<file path="src/rtl/keypad_pkg.sv">
// Shared types and constants for the 4x4 matrix keypad scanner.
package keypad_pkg;

    // Scanner operating states.
    typedef enum logic [1:0] {
        SCAN     = 2'd0,
        DEBOUNCE = 2'd1,
        HELD     = 2'd2,
        RELEASE  = 2'd3
    } kp_state_t;

    // Hex code printed on each key, indexed [row][col].
    localparam logic [3:0] KEY_MAP [0:3][0:3] = '{
        '{4'h1, 4'h2, 4'h3, 4'hA},
        '{4'h4, 4'h5, 4'h6, 4'hB},
        '{4'h7, 4'h8, 4'h9, 4'hC},
        '{4'hE, 4'h0, 4'hF, 4'hD}
    };

    // Look up the code of the key at (row, col).
    function automatic logic [3:0] key_code(input logic [1:0] row, input logic [1:0] col);
        return KEY_MAP[row][col];
    endfunction

    // Index of the lowest-numbered active-low row; 0 when none is low.
    function automatic logic [1:0] lowest_low_row(input logic [3:0] rows_n);
        logic [1:0] idx;
        idx = 2'd0;
        for (int i = 3; i >= 0; i--) begin
            if (!rows_n[i]) begin
                idx = 2'(i);
            end
        end
        return idx;
    endfunction

endpackage

</file>
<file path="src/rtl/keypad_scanner_sync.sv">
// Two-flop synchronizer for asynchronous inputs, one independent chain per bit.
module sync_2ff #(
    parameter int               WIDTH     = 1,
    parameter logic [WIDTH-1:0] RESET_VAL = '0
) (
    input  logic             clk,
    input  logic             reset,
    input  logic [WIDTH-1:0] d,
    output logic [WIDTH-1:0] q
);

    genvar gi;
    generate
        for (gi = 0; gi < WIDTH; gi++) begin : g_bit
            logic meta_reg;
            logic sync_reg;

            // Shift the raw input through two stages to settle metastability.
            always_ff @(posedge clk) begin
                if (reset) begin
                    meta_reg <= RESET_VAL[gi];
                    sync_reg <= RESET_VAL[gi];
                end else begin
                    meta_reg <= d[gi];
                    sync_reg <= meta_reg;
                end
            end

            assign q[gi] = sync_reg;
        end
    endgenerate

endmodule

</file>
<file path="src/rtl/keypad_scanner.sv">
// 4x4 matrix keypad scanner: drives columns, debounces rows, emits one
// hex code and a single valid pulse per accepted press.
module keypad_scanner
    import keypad_pkg::*;
#(
    parameter int SCAN_DIV        = 1000,
    parameter int DEBOUNCE_CYCLES = 120000
) (
    input  logic       clk,
    input  logic       reset,
    input  logic [3:0] row_n,
    output logic [3:0] col_n,
    output logic [3:0] key,
    output logic       key_valid,
    output logic       key_held
);

    localparam int SCAN_W = (SCAN_DIV > 1) ? $clog2(SCAN_DIV) : 1;
    localparam int DEB_W  = (DEBOUNCE_CYCLES > 1) ? $clog2(DEBOUNCE_CYCLES) : 1;
    // One counter serves both the column dwell and the debounce timing,
    // since those never run at the same time.
    localparam int CNT_W  = (SCAN_W > DEB_W) ? SCAN_W : DEB_W;

    localparam logic [CNT_W-1:0] SCAN_LAST = CNT_W'(SCAN_DIV - 1);
    localparam logic [CNT_W-1:0] DEB_LAST  = CNT_W'(DEBOUNCE_CYCLES - 1);

    logic [3:0]       row_s;
    kp_state_t        state_reg, state_next;
    logic [1:0]       col_reg, col_next;
    logic [1:0]       row_reg, row_next;
    logic [CNT_W-1:0] cnt_reg, cnt_next;
    logic [3:0]       key_reg, key_next;
    logic             valid_reg, valid_next;
    logic             held_reg, held_next;
    logic             row_hit;

    sync_2ff #(
        .WIDTH     (4),
        .RESET_VAL (4'b1111)
    ) u_row_sync (
        .clk   (clk),
        .reset (reset),
        .d     (row_n),
        .q     (row_s)
    );

    // Register all scanner state; reset returns to scanning column 0.
    always_ff @(posedge clk) begin
        if (reset) begin
            state_reg <= SCAN;
            col_reg   <= 2'd0;
            row_reg   <= 2'd0;
            cnt_reg   <= '0;
            key_reg   <= 4'h0;
            valid_reg <= 1'b0;
            held_reg  <= 1'b0;
        end else begin
            state_reg <= state_next;
            col_reg   <= col_next;
            row_reg   <= row_next;
            cnt_reg   <= cnt_next;
            key_reg   <= key_next;
            valid_reg <= valid_next;
            held_reg  <= held_next;
        end
    end

    // Next-state logic: scan, qualify a press, track it, qualify the release.
    always_comb begin
        state_next = state_reg;
        col_next   = col_reg;
        row_next   = row_reg;
        cnt_next   = cnt_reg;
        key_next   = key_reg;
        valid_next = 1'b0;
        held_next  = held_reg;
        // Only the latched row of the frozen column matters once a key is seen.
        row_hit    = ~row_s[row_reg];

        case (state_reg)
            SCAN: begin
                if (cnt_reg == SCAN_LAST) begin
                    cnt_next = '0;
                    if (row_s != 4'b1111) begin
                        // Column stays where it is; remember which row fired.
                        row_next   = lowest_low_row(row_s);
                        state_next = DEBOUNCE;
                    end else begin
                        col_next = col_reg + 2'd1;
                    end
                end else begin
                    cnt_next = cnt_reg + CNT_W'(1);
                end
            end

            DEBOUNCE: begin
                if (!row_hit) begin
                    // Bounce: give up and continue with the next column.
                    state_next = SCAN;
                    col_next   = col_reg + 2'd1;
                    cnt_next   = '0;
                end else if (cnt_reg == DEB_LAST) begin
                    key_next   = key_code(row_reg, col_reg);
                    valid_next = 1'b1;
                    held_next  = 1'b1;
                    cnt_next   = '0;
                    state_next = HELD;
                end else begin
                    cnt_next = cnt_reg + CNT_W'(1);
                end
            end

            HELD: begin
                if (!row_hit) begin
                    cnt_next   = '0;
                    state_next = RELEASE;
                end
            end

            RELEASE: begin
                if (row_hit) begin
                    // Release was a bounce; the key is still down, no new pulse.
                    state_next = HELD;
                end else if (cnt_reg == DEB_LAST) begin
                    held_next  = 1'b0;
                    col_next   = col_reg + 2'd1;
                    cnt_next   = '0;
                    state_next = SCAN;
                end else begin
                    cnt_next = cnt_reg + CNT_W'(1);
                end
            end

            default: begin
                state_next = SCAN;
            end
        endcase
    end

    assign col_n     = ~(4'b0001 << col_reg);
    assign key       = key_reg;
    assign key_valid = valid_reg;
    assign key_held  = held_reg;

endmodule
</file>
<file path="config.mk">
export PLATFORM = sky130hd
export DESIGN_NAME = keypad_scanner
export DESIGN_NICKNAME = d
export VERILOG_FILES = /design/src/rtl/keypad_pkg.sv /design/src/rtl/keypad_scanner_sync.sv /design/src/rtl/keypad_scanner.sv
export SDC_FILE = /design/constraint.sdc
export NUM_CORES = 1
export LEC_CHECK = 0
export CORE_UTILIZATION = 49
export DETAILED_ROUTE_END_ITERATION = 10
export PLACE_DENSITY = 0.72
export SLEW_MARGIN = 15
export SYNTH_ARGS = -nofsm -noshare
export SYNTH_HDL_FRONTEND = slang
export SYNTH_HIERARCHICAL = 1
export SYNTH_SLANG_ARGS = --single-unit
</file>
<file path="constraint.sdc">
create_clock -name clk -period 2.1 [get_ports clk]
set_input_delay 0.21 -clock clk [delete_from_list [all_inputs] [get_ports clk]]
set_output_delay 0.21 -clock clk [all_outputs]
set_load 0.05 [all_outputs]
</file>
==> results of run 1 <==
repair_timing:
item	4_1_cts	5_1_grt
setup buffers	0	1
gates resized for setup	0	1
hold endpoints to repair	0	0
setup endpoints to repair	0	19
worst reg2reg max path, cell delays in order (launching register included):
cell and delay (ps):
dfxtp_1 370, ha_1 180, nor4bb_2 410, nand3_1 160, buf_4 180, o21ai_0 160
a32oi_1 170, mux2_2 310
power groups by stage:
stage	Clock, W	Combinational (W)	Sequential [W]
floorplan	0	0.0000532	0.000750
CTS	0.000494	0.0000776	0.000732
finish	0.000483	0.0000773	0.000733
detailed placement	0	0.0000776	0.000748
global route	0.000533	0.0000877	0.000735
global placement	0	0.0000759	0.000748
cell usage in the layout (no fill, tap or decap), types with 5 or more instances in the layout:
cell type	count
buf_4	14
clkdlybuf4s50_1	12
ha_1	5
dfxtp_1	37
xnor2_1	8
inv_1	13
mux2i_1	5
a211oi_1	17
clkbuf_8	5
a21oi_1	8
o21ai_0	8
nor2_1	16
nor4_1	5
or2_1	8
xor2_1	6
nand4_1	6
nand2_1	16
nand3_1	7
layer usage:
layer	global-route usage, %	part of all wire, %	wire length (um)	up-vias
li1	-	-	-	827
met1	26.95	49	1904	739
met2	30.73	45	1748	34
met3	7.746	3.6	140	7
met4	8.889	1.8	68	0
met5	0	0	0	-
cell families (layout without fill, tap and decap cells):
| family | Yosys count | after routing | synth area share (%) |
|---|---|---|---|
| buffers and inverters | 28 | 48 | 7.147 |
| AND/OR/NAND/NOR | 81 | 81 | 22.54 |
| adder cells (fa/ha/maj) | 6 | 6 | 3.799 |
| multiplexers | 7 | 7 | 4.314 |
| AO/OA/AOI/OAI | 48 | 48 | 17.77 |
| XOR/XNOR | 14 | 14 | 6.310 |
| flip-flops | 37 | 37 | 38.12 |
worst min path at each step:
stage	slack, ps	end	depth (start not counted)	startpoint
6_report	410	u_row_sync/g_bit[3].sync_reg	1	u_row_sync/g_bit[3].meta_reg
2_1_floorplan	310	u_row_sync/g_bit[0].meta_reg	1	reset
4_1_cts	410	u_row_sync/g_bit[3].sync_reg	1	u_row_sync/g_bit[3].meta_reg
5_1_grt	410	u_row_sync/g_bit[3].sync_reg	1	u_row_sync/g_bit[3].meta_reg
3_3_place_gp	390	u_row_sync/g_bit[0].sync_reg	1	u_row_sync/g_bit[0].meta_reg
3_5_place_dp	390	u_row_sync/g_bit[3].sync_reg	1	u_row_sync/g_bit[3].meta_reg
layout make-up:
cell class / instances / area [um^2]
flip-flops and latches: 37 / 740.7
multi-input cells: 156 / 1070
repair buffers: 27 / 245.2
clock inverters: 3 / 17.52
fillers: 352 / 1493
well taps: 48 / 60.06
inverters: 13 / 48.80
clock buffers: 5 / 68.82
per-stage QoR:
step / setup TNS [ps] / cell area, um^2 / hold WS, ps
floorplan: 0 / 1943 / 307.1
global placement: 0 / 2138 / 385.4
detailed placement: 0 / 2138 / 390.6
CTS: 0 / 2225 / 408.4
global route: -119.9 / 2251 / 412.8
finish: 0 / 2251 / 406.4
==> impl_metrics.env, run 1 <==
export IMPL_cp_depth=7
export IMPL_netSwitchingFraction_pct=23.79
export IMPL_endpoint_kind="register"
export IMPL_ys_flop_type="dfxtp_1"
export IMPL_hold_path_class="reg -> reg"
export IMPL_core_um2=3744
export IMPL_drc=0
export IMPL_clockBufferDepth=2
export IMPL_critPathCapture="col_reg[0]"
export IMPL_synth_common_cells="37 x dfxtp_1, 17 x a211oi_1, 16 x nand2_1, 16 x nor2_1, 13 x inv_1"
export IMPL_grt_pass1_wl_um=6706
export IMPL_r2r_end="col_reg[0]"
export IMPL_dp_cells=280
export IMPL_slew_headroom_pct=67.31
export IMPL_syn_nets=232
export IMPL_place_congestion=0.8486
export IMPL_overflow=0
export IMPL_synth_edf_count=0
export IMPL_vias_per_cell=5.561
export IMPL_p_per_area_nw_per_um2=574.3
export IMPL_min_period_ps=2030
export IMPL_antenna_cells=0
export IMPL_fmax_mhz=492.7
export IMPL_avgSynthCellArea_um2=8.792
export IMPL_seqPwrFrac_pct=56.7
export IMPL_synth_seq_cells=37
export IMPL_clock_skew_ps=1.916
export IMPL_ir_drop_v=0.0004166
export IMPL_crit_path_start="cnt_reg[0]"
export IMPL_grt_max_degree=18
export IMPL_die_h_um=64.97
export IMPL_crit_fanout=5
export IMPL_hpwl_um=2694
export IMPL_finalCritPeriodShare_pct=96.66
export IMPL_cts_buffers=5
export IMPL_drive_gt1_share_pct=12.45
export IMPL_p_total_w=0.001293
export IMPL_max_cap_violations=0
export IMPL_die_area_um2=4221
export IMPL_syn_inst=221
export IMPL_cellInternalPower_w=0.0009852
export IMPL_hold_violations=0
export IMPL_regToRegStartpoint="cnt_reg[0]"
export IMPL_io_pins=16
export IMPL_yosysTopAreaCell="dfxtp_1"
export IMPL_setup_ws_ps=70.24
export IMPL_worst_setup_path_type="reg -> reg"
export IMPL_grt_antenna_before_repair=0
export IMPL_largest_reg_flops=17
export IMPL_instances_no_fill=289
export IMPL_startpoint_type="register"
export IMPL_cts_sinks=37
export IMPL_fin_util_pct=60.13
export IMPL_io_buffers=15
export IMPL_syn_to_final_growth_pct=15.84
export IMPL_reg2reg_depth=7
export IMPL_comb_power_share_pct=6.0
export IMPL_crit_path_max_incr_delay_ps=410
export IMPL_p_switching_w=0.0003075
export IMPL_yosys_warnings=6
export IMPL_rrSetupSlack_ps=70
export IMPL_nets=251
export IMPL_outcome="completed"
export IMPL_drv_slew=0
export IMPL_ys_seq_area_share_pct=38.12
export IMPL_path_cells="ha_1 -> nor4bb_2 -> nand3_1 -> buf_4 -> o21ai_0 -> a32oi_1 -> mux2_2"
export IMPL_grt_pass1_vias=1473
export IMPL_ys_async_sr_fraction_pct=0
export IMPL_cp_required_ps=2290
export IMPL_via_count=1607
export IMPL_clkTransAtPathRegs_ps=70
export IMPL_h_tree_depth=2
export IMPL_start_util_pct=51.91
export IMPL_ant_nets=0
export IMPL_path_delay_family="simple AND/OR/NAND/NOR gates"
export IMPL_arrival_ps=2220
export IMPL_grt_usage_pct=20.84
export IMPL_synth_area_leaders="dfxtp_1 38%, a211oi_1 6.6%, xnor2_1 3.6%, ha_1 3.2%, nand2_1 3.1%"
export IMPL_die_w_um=64.97
export IMPL_cts_root_buffer="clkbuf_8"
export IMPL_ys_types=48
export IMPL_post_drt_wl_per_cell_um=13.36
export IMPL_syn_cell_area_um2=1943
export IMPL_cts_tree="yes"
export IMPL_netlist_area_leader_share_pct=38.12
export IMPL_rows=22
export IMPL_hold_buffers=0
export IMPL_p_leak_nw=0.8111
export IMPL_critPathBufInv=1
export IMPL_clock_latency_ps=290
export IMPL_drt_total_wl_um=3862
export IMPL_place_ws_ps=64.67
export IMPL_critPathSlowestCell="nor4bb_2"
export IMPL_clkPwrFrac_pct=37.4
export IMPL_finalSetupViolCount=0
export IMPL_dr_pass1_iters=4
export IMPL_yosysMostFrequentCell="dfxtp_1"
export IMPL_drtIter0Drc=45
export IMPL_tightestPinTransition_ps=488.8
Note: power is estimated with default switching activity, not from simulation.
==> run 2: changes to the inputs <==
- CAP_MARGIN: unset -> 5
- PLACE_DENSITY: 0.72 -> 0.69
- clock period: 2.1 -> 2.2 ns (I/O delays scaled with it)
==> run 2 against run 1 <==
Against the previous run:
- count of clock-buffer cells in the layout stayed put
- die area stayed put
- routed wire length is 2.8% lower
- global-route usage is 0.82 points lower
- total power is 4.6% lower
- critical endpoint is now cnt_reg[15]
- critical path depth is 2 lower
- design area is 0.22% higher
- sequential share of layout area is 0.073 points lower
- cell count stayed put
- sequential power is 4.6% lower
- flip-flop and latch count stayed put
- largest cell class unchanged
- highest routed layer unchanged
- critical path type unchanged
- clock power is 4.8% lower
==> impl_metrics.env, run 2 (synthesized netlist as in run 1, its figures left out) <==
export IMPL_fillers=360
export IMPL_clock_latency_ps=290
export IMPL_syn_to_final_growth_pct=16.10
export IMPL_antenna_cells=0
export IMPL_cp_depth=5
export IMPL_p_leak_nw=0.8109
export IMPL_cts_tree="yes"
export IMPL_hold_violations=0
export IMPL_crit_fanout=10
export IMPL_netSwitchingFraction_pct=23.74
export IMPL_fin_util_pct=60.26
export IMPL_cts_sinks=37
export IMPL_overflow=0
export IMPL_finalSetupViolCount=0
export IMPL_cellInternalPower_w=0.0009404
export IMPL_largest_reg_flops=17
export IMPL_worst_hold_slack_ps=405.7
export IMPL_fmax_mhz=510.7
export IMPL_min_period_ps=1958
export IMPL_clkPwrFrac_pct=37.3
export IMPL_clkTransAtPathRegs_ps=70
export IMPL_finalSetupTns_ps=0
export IMPL_finalCritPeriodShare_pct=89.00
export IMPL_drive_gt1_share_pct=12.03
export IMPL_ir_drop_v=0.0004883
export IMPL_h_tree_depth=2
export IMPL_seqPwrFrac_pct=56.7
export IMPL_path_cells="mux4_2 -> o21ai_4 -> or4b_1 -> a22o_1 -> a221oi_2"
export IMPL_grt_usage_pct=20.01
export IMPL_cp_required_ps=2410
export IMPL_die_area_um2=4221
export IMPL_grt_pass1_wl_um=6437
export IMPL_drc=0
export IMPL_die_h_um=64.97
export IMPL_final_common_cell="dfxtp_1"
export IMPL_slew_headroom_pct=66.73
export IMPL_hold_buffers=0
export IMPL_outcome="completed"
export IMPL_vias_per_cell=5.595
export IMPL_seq_area_um2=740.7
export IMPL_cts_buffers=5
export IMPL_critPathBufInv=0
export IMPL_clock_skew_ps=3.022
export IMPL_place_congestion=0.8837
export IMPL_clockBufferDepth=2
export IMPL_dr_pass1_iters=4
export IMPL_p_switching_w=0.0002928
export IMPL_rsz0062_at_grt="false"
export IMPL_start_util_pct=51.91
export IMPL_final_cell_mix="37 x dfxtp_1, 17 x a211oi_1, 16 x nor2_1, 16 x nand2_1"
export IMPL_critPathSlowestCell="or4b_1"
export IMPL_comb_power_share_pct=6.0
export IMPL_path_delay_family="compound AO/OA/AOI/OAI gates"
export IMPL_post_drt_wl_per_cell_um=12.99
export IMPL_drv_slew=0
export IMPL_rows=22
export IMPL_multi_input_area_um2=1070
export IMPL_grt_antenna_before_repair=0
export IMPL_grt_pass1_vias=1451
export IMPL_whs_path_depth=1
export IMPL_reg2reg_depth=5
export IMPL_cts_root_buffer="clkbuf_8"
export IMPL_p_per_area_nw_per_um2=546.6
export IMPL_core_um2=3744
export IMPL_drt_total_wl_um=3755
export IMPL_hpwl_um=2670
export IMPL_hold_path_class="reg -> reg"
export IMPL_nets=251
export IMPL_arrival_ps=2170
export IMPL_io_buffers=15
export IMPL_tightestPinTransition_ps=498.2
export IMPL_io_pins=16
export IMPL_worst_setup_path_type="reg -> reg"
export IMPL_drtIter0Drc=107
export IMPL_max_cap_violations=0
export IMPL_die_w_um=64.97
export IMPL_grt_max_degree=18
export IMPL_via_count=1617
export IMPL_p_total_w=0.001233
export IMPL_endpoint_kind="register"
export IMPL_startpoint_type="register"
export IMPL_crit_path_max_incr_delay_ps=520
export IMPL_ant_nets=0
run 2: cell count changes in the layout (fill, tap and decap cells not counted):
| cell | previous run | this run |
|---|---|---|
| buf_4 | 14 | 13 |
| dlymetal6s2s_1 | 0 | 1 |
run 2: power by group through the flow:
| stage | registers [W] | clock network (W) | logic, W |
|---|---|---|---|
| finish | 0.000699 | 0.000460 | 0.0000739 |
| global route | 0.000701 | 0.000500 | 0.0000824 |
| CTS | 0.000699 | 0.000476 | 0.0000739 |
| detailed placement | 0.000714 | 0 | 0.0000739 |
| global placement | 0.000714 | 0 | 0.0000727 |
| floorplan | 0.000716 | 0 | 0.0000508 |
run 2: layout make-up:
class / instances / area share, %
Clock buffer: 5 / 3.050
Sequential cell: 37 / 32.83
Clock inverter: 3 / 0.7765
Tap cell: 48 / 2.662
Timing Repair Buffer: 27 / 11.09
Inverter: 13 / 2.163
Multi-Input combinational cell: 156 / 47.42
run 2: stage by stage:
step                      setup WS (ps)  cells  instance area (um^2)
after detailed placement          96.10    280                  2141
after floorplan                   215.5    221                  1943
after global routing              70.59    289                  2256
after CTS                         7.338    288                  2227
final                             242.1    289                  2256
after global placement            157.0    280                  2141
run 2: path summary, 6_finish.rpt:
kind                                                endpoint                          from  slack (ps)
worst max-delay path                             cnt_reg[15]                    row_reg[0]         240
worst min-delay path            u_row_sync/g_bit[2].sync_reg  u_row_sync/g_bit[2].meta_reg         410
worst max register to register                   cnt_reg[15]                    row_reg[0]         240
worst min register to register  u_row_sync/g_bit[2].sync_reg  u_row_sync/g_bit[2].meta_reg         410
run 2: timing repair:
action / 4_1_cts / 5_1_grt
gates resized for setup: 0 / 2
buffers inserted: 0 / 1
endpoints found under the setup margin: 0 / 20
run 2: layer usage:
layer	GRT usage, %	share of wire, %	up-vias
met1	26.38	49	744
met5	0	0	-
met3	5.282	5.3	4
met2	30.47	44	41
li1	-	-	828
met4	8.611	1.3	0
==> run 3: changes to the inputs <==
- CTS_CLUSTER_DIAMETER: unset -> 30
==> results of run 3 <==
No change in the layout: final DEF, timing and power equal those of run 2.
